[src/rtl/multicycle_controller_if.sv]
// Control/status bundle between the multicycle controller and its datapath.
// ILLEGAL_TRAP_EN adds the Illegal trap flag.
interface multicycle_controller_if;
  logic [6:0] op;
  logic [2:0] funct3;
  logic       funct7b5;
  logic       Zero;
  logic       LessThan;
  logic       PCWrite;
  logic       IRWrite;
  logic       RegWrite;
  logic       MemWrite;
  logic       AdrSrc;
  logic [1:0] ALUSrcA;
  logic [1:0] ALUSrcB;
  logic [1:0] ResultSrc;
  logic [2:0] ALUControl;
`ifdef ILLEGAL_TRAP_EN
  logic       Illegal;
`endif

  // Controller side
  modport master (
    input  op, funct3, funct7b5, Zero, LessThan,
    output PCWrite, IRWrite, RegWrite, MemWrite, AdrSrc,
    output ALUSrcA, ALUSrcB, ResultSrc, ALUControl
`ifdef ILLEGAL_TRAP_EN
    , output Illegal
`endif
  );

  // Datapath side
  modport slave (
    output op, funct3, funct7b5, Zero, LessThan,
    input  PCWrite, IRWrite, RegWrite, MemWrite, AdrSrc,
    input  ALUSrcA, ALUSrcB, ResultSrc, ALUControl
`ifdef ILLEGAL_TRAP_EN
    , input Illegal
`endif
  );
endinterface

[src/rtl/multicycle_controller.sv]
// Multicycle RV32 subset control FSM (lw/sw/R/I/branch/jal/lui).
// ILLEGAL_TRAP_EN: unknown opcodes park in HALT with Illegal=1 instead of refetching.
module multicycle_controller (
  input  logic                           clk,
  input  logic                           rst_n,
  multicycle_controller_if.master        bus
);

  localparam logic [6:0] OP_LOAD   = 7'b0000011;
  localparam logic [6:0] OP_STORE  = 7'b0100011;
  localparam logic [6:0] OP_RTYPE  = 7'b0110011;
  localparam logic [6:0] OP_ITYPE  = 7'b0010011;
  localparam logic [6:0] OP_BRANCH = 7'b1100011;
  localparam logic [6:0] OP_JAL    = 7'b1101111;
  localparam logic [6:0] OP_LUI    = 7'b0110111;

  localparam logic [2:0] ALU_ADD  = 3'b000;
  localparam logic [2:0] ALU_SUB  = 3'b001;
  localparam logic [2:0] ALU_AND  = 3'b010;
  localparam logic [2:0] ALU_OR   = 3'b011;
  localparam logic [2:0] ALU_SLTU = 3'b100;
  localparam logic [2:0] ALU_SLT  = 3'b101;
  localparam logic [2:0] ALU_XOR  = 3'b110;

  typedef enum logic [3:0] {
    S_FETCH,
    S_DECODE,
    S_MEMADR,
    S_MEMREAD,
    S_MEMWB,
    S_MEMWRITE,
    S_EXECR,
    S_EXECI,
    S_ALUWB,
    S_BRANCH,
    S_JAL,
    S_LUI
`ifdef ILLEGAL_TRAP_EN
    , S_HALT
`endif
  } state_t;

  state_t     state, state_nxt;
  logic       run;
  logic       is_store, is_store_nxt;

  logic       pc_write, ir_write, reg_write, mem_write, adr_src;
  logic [1:0] alu_src_a, alu_src_b, result_src;
  logic [2:0] alu_control;
  logic [2:0] dec_alu;
  logic       br_taken;
`ifdef ILLEGAL_TRAP_EN
  logic       illegal;
`endif

  // State advances only once run is set, so the first FETCH is held one cycle with writes off
  always_ff @(posedge clk or negedge rst_n) begin
    if (!rst_n) begin
      state    <= S_FETCH;
      run      <= 1'b0;
      is_store <= 1'b0;
    end else begin
      run      <= 1'b1;
      is_store <= is_store_nxt;
      if (run) state <= state_nxt;
    end
  end

  // ALU operation from funct3; only R-type uses funct7b5 to select sub
  always_comb begin
    dec_alu = ALU_ADD;
    unique case (bus.funct3)
      3'b000:  dec_alu = (state == S_EXECR && bus.funct7b5) ? ALU_SUB : ALU_ADD;
      3'b111:  dec_alu = ALU_AND;
      3'b110:  dec_alu = ALU_OR;
      3'b100:  dec_alu = ALU_XOR;
      3'b010:  dec_alu = ALU_SLT;
      3'b011:  dec_alu = ALU_SLTU;
      default: dec_alu = ALU_ADD;
    endcase
  end

  always_comb begin
    br_taken = 1'b0;
    unique case (bus.funct3)
      3'b000:  br_taken = bus.Zero;
      3'b001:  br_taken = ~bus.Zero;
      3'b100:  br_taken = bus.LessThan;
      3'b101:  br_taken = ~bus.LessThan;
      default: br_taken = 1'b0;
    endcase
  end

  always_comb begin
    state_nxt    = state;
    is_store_nxt = is_store;
    pc_write     = 1'b0;
    ir_write     = 1'b0;
    reg_write    = 1'b0;
    mem_write    = 1'b0;
    adr_src      = 1'b0;
    alu_src_a    = 2'b00;
    alu_src_b    = 2'b00;
    result_src   = 2'b00;
    alu_control  = ALU_ADD;
`ifdef ILLEGAL_TRAP_EN
    illegal      = 1'b0;
`endif
    unique case (state)
      S_FETCH: begin
        ir_write   = 1'b1;
        alu_src_b  = 2'b10;
        result_src = 2'b10;
        pc_write   = 1'b1;
        state_nxt  = S_DECODE;
      end
      S_DECODE: begin
        alu_src_a    = 2'b01;
        alu_src_b    = 2'b01;
        // MEMADR must not look at op, so remember load vs store here
        is_store_nxt = (bus.op == OP_STORE);
        unique case (bus.op)
          OP_LOAD, OP_STORE: state_nxt = S_MEMADR;
          OP_RTYPE:          state_nxt = S_EXECR;
          OP_ITYPE:          state_nxt = S_EXECI;
          OP_BRANCH:         state_nxt = S_BRANCH;
          OP_JAL:            state_nxt = S_JAL;
          OP_LUI:            state_nxt = S_LUI;
`ifdef ILLEGAL_TRAP_EN
          default:           state_nxt = S_HALT;
`else
          default:           state_nxt = S_FETCH;
`endif
        endcase
      end
      S_MEMADR: begin
        alu_src_a = 2'b10;
        alu_src_b = 2'b01;
        state_nxt = is_store ? S_MEMWRITE : S_MEMREAD;
      end
      S_MEMREAD: begin
        adr_src   = 1'b1;
        state_nxt = S_MEMWB;
      end
      S_MEMWRITE: begin
        adr_src   = 1'b1;
        mem_write = 1'b1;
        state_nxt = S_FETCH;
      end
      S_MEMWB: begin
        result_src = 2'b01;
        reg_write  = 1'b1;
        state_nxt  = S_FETCH;
      end
      S_EXECR: begin
        alu_src_a   = 2'b10;
        alu_src_b   = 2'b00;
        alu_control = dec_alu;
        state_nxt   = S_ALUWB;
      end
      S_EXECI: begin
        alu_src_a   = 2'b10;
        alu_src_b   = 2'b01;
        alu_control = dec_alu;
        state_nxt   = S_ALUWB;
      end
      S_ALUWB: begin
        reg_write = 1'b1;
        state_nxt = S_FETCH;
      end
      S_BRANCH: begin
        alu_src_a   = 2'b10;
        alu_control = ALU_SUB;
        pc_write    = br_taken;
        state_nxt   = S_FETCH;
      end
      S_JAL: begin
        alu_src_a = 2'b01;
        alu_src_b = 2'b10;
        pc_write  = 1'b1;
        state_nxt = S_ALUWB;
      end
      S_LUI: begin
        result_src = 2'b11;
        reg_write  = 1'b1;
        state_nxt  = S_FETCH;
      end
`ifdef ILLEGAL_TRAP_EN
      S_HALT: begin
        illegal   = 1'b1;
        state_nxt = S_HALT;
      end
`endif
      default: state_nxt = S_FETCH;
    endcase
  end

  assign bus.PCWrite    = pc_write  & run;
  assign bus.IRWrite    = ir_write  & run;
  assign bus.RegWrite   = reg_write & run;
  assign bus.MemWrite   = mem_write & run;
  assign bus.AdrSrc     = adr_src;
  assign bus.ALUSrcA    = alu_src_a;
  assign bus.ALUSrcB    = alu_src_b;
  assign bus.ResultSrc  = result_src;
  assign bus.ALUControl = alu_control;
`ifdef ILLEGAL_TRAP_EN
  assign bus.Illegal    = illegal;
`endif

endmodule

[src/flat_wrapper.sv]
// flat-port wrapper written by rule: the top's interface ports become plain ports
module multicycle_controller_flat 
  (clk, rst_n, bus_op, bus_funct3, bus_funct7b5, bus_Zero, bus_LessThan, bus_PCWrite, bus_IRWrite, bus_RegWrite, bus_MemWrite, bus_AdrSrc, bus_ALUSrcA, bus_ALUSrcB, bus_ResultSrc, bus_ALUControl);
  multicycle_controller_if bus_i ();
  input  logic clk;
  input  logic rst_n;
  input wire logic [$bits(bus_i.op)-1:0] bus_op;
  input wire logic [$bits(bus_i.funct3)-1:0] bus_funct3;
  input wire logic [$bits(bus_i.funct7b5)-1:0] bus_funct7b5;
  input wire logic [$bits(bus_i.Zero)-1:0] bus_Zero;
  input wire logic [$bits(bus_i.LessThan)-1:0] bus_LessThan;
  output wire logic [$bits(bus_i.PCWrite)-1:0] bus_PCWrite;
  output wire logic [$bits(bus_i.IRWrite)-1:0] bus_IRWrite;
  output wire logic [$bits(bus_i.RegWrite)-1:0] bus_RegWrite;
  output wire logic [$bits(bus_i.MemWrite)-1:0] bus_MemWrite;
  output wire logic [$bits(bus_i.AdrSrc)-1:0] bus_AdrSrc;
  output wire logic [$bits(bus_i.ALUSrcA)-1:0] bus_ALUSrcA;
  output wire logic [$bits(bus_i.ALUSrcB)-1:0] bus_ALUSrcB;
  output wire logic [$bits(bus_i.ResultSrc)-1:0] bus_ResultSrc;
  output wire logic [$bits(bus_i.ALUControl)-1:0] bus_ALUControl;
  assign bus_i.op = bus_op;
  assign bus_i.funct3 = bus_funct3;
  assign bus_i.funct7b5 = bus_funct7b5;
  assign bus_i.Zero = bus_Zero;
  assign bus_i.LessThan = bus_LessThan;
  assign bus_PCWrite = bus_i.PCWrite;
  assign bus_IRWrite = bus_i.IRWrite;
  assign bus_RegWrite = bus_i.RegWrite;
  assign bus_MemWrite = bus_i.MemWrite;
  assign bus_AdrSrc = bus_i.AdrSrc;
  assign bus_ALUSrcA = bus_i.ALUSrcA;
  assign bus_ALUSrcB = bus_i.ALUSrcB;
  assign bus_ResultSrc = bus_i.ResultSrc;
  assign bus_ALUControl = bus_i.ALUControl;
  multicycle_controller u_core (.clk(clk), .rst_n(rst_n), .bus(bus_i));
endmodule
[config.mk]
export PLATFORM = sky130hd
export DESIGN_NAME = multicycle_controller_flat
export DESIGN_NICKNAME = d
export VERILOG_FILES = /design/src/rtl/multicycle_controller_if.sv /design/src/rtl/multicycle_controller.sv /design/src/flat_wrapper.sv
export SDC_FILE = /design/constraint.sdc
export NUM_CORES = 1
export LEC_CHECK = 0
export ABC_AREA = 1
export CORE_MARGIN = 1.5
export CORE_UTILIZATION = 42
export CTS_BUF_LIST = sky130_fd_sc_hd__clkbuf_4
export CTS_CLUSTER_SIZE = 8
export DETAILED_ROUTE_END_ITERATION = 12
export GPL_ROUTABILITY_DRIVEN = 0
export PLACE_DENSITY = 0.79
export SLEW_MARGIN = 40
export SYNTH_ARGS = -nofsm -noshare
export SYNTH_HDL_FRONTEND = slang
export SYNTH_SLANG_ARGS = --single-unit
[constraint.sdc]
create_clock -name clk -period 1.6 [get_ports clk]
set_input_delay 0.32 -clock clk [delete_from_list [all_inputs] [get_ports clk]]
set_output_delay 0.32 -clock clk [all_outputs]
set_load 0.05 [all_outputs]
==> flow_summary.json, run 1 <==
{
  "die-width_um": 42.1,
  "clk_path_buf_depth": 2,
  "cts_sinks": 6,
  "htree_levels": 1,
  "netlist_area_sq_um": 643,
  "dp_hpwl_um": 1750,
  "synthDistinctLibCells": 21,
  "ioPinCount": 29,
  "dp_slack_ns": -0.316,
  "postCtsHoldBufs": 0,
  "cts_buffers": 3,
  "stop_error": "[ERROR DPL-0038] Utilization greater than 100%, impossible to legalize",
  "ctsResizeCount": 35,
  "stop_stage": "clock tree synthesis (4_1_cts)",
  "portBuffers": 28,
  "outcome": "stopped before the end",
  "synth_warnings": 0,
  "fp.dieH_um": 42.1,
  "num_rows": 13,
  "ys_seq_elements": 6,
  "postCtsSetupBuffers": 11,
  "yosysSeqAreaShare_pct": 23.3,
  "syn_inst": 115,
  "root_buffer": "clkbuf_4",
  "synth_area_per_cell_sq_um": 5.59,
  "syn_nets": 130,
  "start_util_pct": 47.1
}
## synth_stat cells, drive strengths merged
master  number  area (sq um)
a31oi        1          6.26
conb         1          3.75
or2          1          6.26
nand4        3          18.8
nor2        23           101
nand3        8          40.0
nand3b       1          7.51
o21ai        4          20.0
nor3         5          30.0
o31ai        1          12.5
a21oi        3          15.0
inv         20          75.1
o211ai       1          7.51
dfrtp        6           150
nand2       37           149
## metrics by stage
stage	hold WS, ns	cell area, sq um	util (%)	instances	TNS (ns)
2_1_floorplan	0.0244	716	-	115	-0.0895
3_3_place_gp	0.511	1200	87.8	164	-0.721
3_5_place_dp	0.510	1200	87.8	164	-0.968
## cells by family after synthesis
group                  share of synthesized area [%]
other                                          0.583
AO/OA/AOI/OAI                                   9.53
flip-flops                                      23.3
buffers and inverters                           11.7
AND/OR/NAND/NOR                                 54.9
==> run 2, diff against run 1 <==
--- a/config.mk
+++ b/config.mk
@@ -6,13 +6,11 @@
 export NUM_CORES = 1
 export LEC_CHECK = 0
 export ABC_AREA = 1
-export CORE_MARGIN = 1.5
-export CORE_UTILIZATION = 42
-export CTS_BUF_LIST = sky130_fd_sc_hd__clkbuf_4
-export CTS_CLUSTER_SIZE = 8
+export CORE_AREA = 2 2 63 65
 export DETAILED_ROUTE_END_ITERATION = 12
+export DIE_AREA = 0 0 65 67
 export GPL_ROUTABILITY_DRIVEN = 0
-export PLACE_DENSITY = 0.79
+export PLACE_DENSITY_LB_ADDON = 0.15
 export SLEW_MARGIN = 40
 export SYNTH_ARGS = -nofsm -noshare
 export SYNTH_HDL_FRONTEND = slang
==> run 2 against run 1 <==
  * The flow now finishes, with violations (negative setup slack)
  * Synthesized cell count is the same
  * Synthesized area is the same
==> flow_summary.json, run 2 <==
{
  "outcome": "complete, but fails checks",
  "violations": "negative setup slack",
  "multi_input_comb_area_sq_um": 599,
  "fp.dieH_um": 67,
  "die-width_um": 65,
  "cts_tree": "built",
  "grt_pass1_vias": 923,
  "htree_levels": 1,
  "dp_hpwl_um": 1740,
  "ioPinCount": 29,
  "post_dp_cell_area_sq_mm": 0.00124,
  "layout_commonest_cell": "nand2_1",
  "synth_area_per_cell_sq_um": 5.59,
  "ys_seq_elements": 6,
  "synth_edf_count": 0,
  "synth_area_leaders": "dfrtp_1, nand2_1, nor2_1",
  "num_rows": 22,
  "start_util_pct": 17.8,
  "syn_nets": 130,
  "final_area_sq_mm": 0.00150,
  "synthTopCellsByCount": "nand2_1, nor2_1, inv_1",
  "postCtsHoldBufs": 0,
  "clock_skew_ns": 0.00108,
  "crit_path_start_kind": "flop",
  "ys.flop_type": "dfrtp_1",
  "path_max_fanout": 4,
  "cts_buffers": 3,
  "crit_type": "flop to primary output",
  "arrival_ns": 1.42,
  "synthDistinctLibCells": 21,
  "max_freq_mhz": 576,
  "finalWirelength_um": 2320,
  "num-fill-cells": 381,
  "hold_slack_ns": 0.349,
  "layout_common_cells": "nand2_1, buf_4, inv_2, buf_12, clkdlybuf4s50_1",
  "drive_above_1_share_pct": 53.0,
  "synth_warnings": 0,
  "finalHoldViolations": 0,
  "netlist_area_sq_um": 643,
  "vias": 894,
  "yosysTopAreaCellShare_pct": 23.3,
  "grt-ovfl-total": 0,
  "largest_reg_flops": 4,
  "drv_slew": 0,
  "end_kind": "primary output",
  "cp_top_family": "simple AND/OR/NAND/NOR gates",
  "peakVddDrop_mv": 0.306,
  "power_per_cell_area_mw_per_mm2": 637,
  "yosys.area.top_type": "dfrtp_1",
  "r2r_end": "u_core.state[2]",
  "p_leak_nw": 0.668,
  "hold_class": "input pin to async pin",
  "fp.dieArea_sq_mm": 0.00436,
  "rrSetupSlack_ns": 0.21,
  "crit_path_cell_trace": "inv_2 -> nand2_4 -> nor2_4 -> inv_4 -> nor3_4 -> buf_12",
  "fin_crit_sh_pct": 109,
  "dr.pass1.iters": 2,
  "clk_pin_slew_ns": 0.04,
  "crit_required_ns": 1.28,
  "regMostFlops": "u_core.state",
  "drv_cap": 0,
  "setup_violations": 14,
  "min_period_ns": 1.74,
  "clk_path_buf_depth": 2,
  "clk_latency_ns": 0.22,
  "largestRegisters": "u_core.state x4, u_core.is_store x1, u_core.run x1",
  "fin_nets": 181,
  "yosysMostFrequentCell": "nand2_1",
  "async_flop_share_pct": 100,
  "root_buffer": "clkbuf_8",
  "r2r_start": "u_core.state[0]",
  "vias_per_cell": 4.22,
  "yosysSeqAreaShare_pct": 23.3,
  "drc": 0,
  "grt_max_degree": 9,
  "avgRoutedWirePerCell_um": 10.9,
  "antenna_cells": 0,
  "slowest_delay_ns": 0.41,
  "grt_pass1_wl_um": 3770,
  "seqCellArea_sq_um": 154,
  "grt_usage_pct": 11.0,
  "postLayoutSetupSlackWorst_ns": -0.137,
  "rsz0062_at_grt": "true",
  "syn_to_final_growth_pct": 133,
  "power_mw": 0.955,
  "antenna_found_initial": 0,
  "first_iter_violations": 22,
  "crit_slowest_cell": "dfrtp_1",
  "syn_inst": 115,
  "drtAntennaViolNets": 0,
  "worst-r2r-cell-count": 9,
  "core_sq_mm": 0.00361,
  "cts_sinks": 6,
  "portBuffers": 28,
  "critPathBufInv": 3
}
run 2: cell counts after synthesis:
No cell type changed its count.
run 2: repair_timing:
| action | CTS | global route |
|---|---|---|
| pin swaps | 10 | 9 |
| buffers inserted | 10 | 2 |
| gates resized for setup | 34 | 15 |
| endpoints found under the setup margin | 12 | 14 |
run 2: metal layers:
| metal | vias up | share of wire [%] | GRT usage [%] |
|---|---|---|---|
| met5 | - | 0 | 0 |
| met4 | 0 | 0 | 3.99 |
| met3 | 0 | 4.4 | 1.69 |
| met2 | 18 | 54 | 20.7 |
| met1 | 416 | 41 | 12.4 |
| li1 | 460 | - | - |
run 2: stage by stage:
| stage | utilization [%] | setup slack [ns] | TNS (ns) | cells |
|---|---|---|---|---|
| 3_5_place_dp | 34.4 | -0.299 | -0.941 | 197 |
| 3_3_place_gp | 34.4 | -0.276 | -0.880 | 197 |
| 5_1_grt | 41.6 | -0.221 | -1.97 | 212 |
| 6_report | 41.6 | -0.137 | -1.05 | 212 |
| 2_1_floorplan | - | -0.0895 | -0.0895 | 115 |
| 4_1_cts | 40.1 | -0.116 | -1.00 | 210 |
run 2: where the power goes:
part | switching, mW | leakage, nW | internal [mW] | total (mW)
clock | 0.0619 | 0.0216 | 0.161 | 0.223
combinational | 0.296 | 0.572 | 0.257 | 0.553
sequential | 0.0161 | 0.0738 | 0.163 | 0.179
total | 0.374 | 0.668 | 0.582 | 0.955
run 2: worst register-to-register path, stage by stage (launching register included):
cell     delay (ns)
dfrtp_2        0.44
buf_4          0.16
nand2_4        0.09
nor2_4         0.04
buf_4          0.12
buf_4          0.13
nand4_1        0.10
nand3_1        0.09
nand2_1        0.07
nand2_1        0.05
run 2: cells by family after synthesis:
family	Yosys count	synth area share, %
compound gates	10	9.53
buf+inv	20	11.7
flops	6	23.3
other cells	1	0.583
simple gates	78	54.9
run 2: cell type report:
class | instances | share of cell area, %
clock buffers | 3 | 2.75
inverters | 20 | 5.34
multi-input cells | 89 | 40.0
flip-flops and latches | 6 | 10.3
well taps | 48 | 4.01
repair buffers | 46 | 37.6
run 2: worst max path at each step:
stage / startpoint / end / slack [ns] / depth (start not counted)
finish: u_core.state[3] / bus_ALUControl[1] / -0.14 / 6
floorplan: u_core.state[3] / bus_ALUSrcB[0] / -0.09 / 3
global placement: bus_funct3[0] / bus_PCWrite / -0.28 / 8
CTS: u_core.state[2] / bus_ALUSrcB[0] / -0.12 / 6
detailed placement: bus_funct3[1] / bus_PCWrite / -0.30 / 9
global route: u_core.state[3] / bus_ALUControl[1] / -0.22 / 6
(Power assumes the default switching activity.)
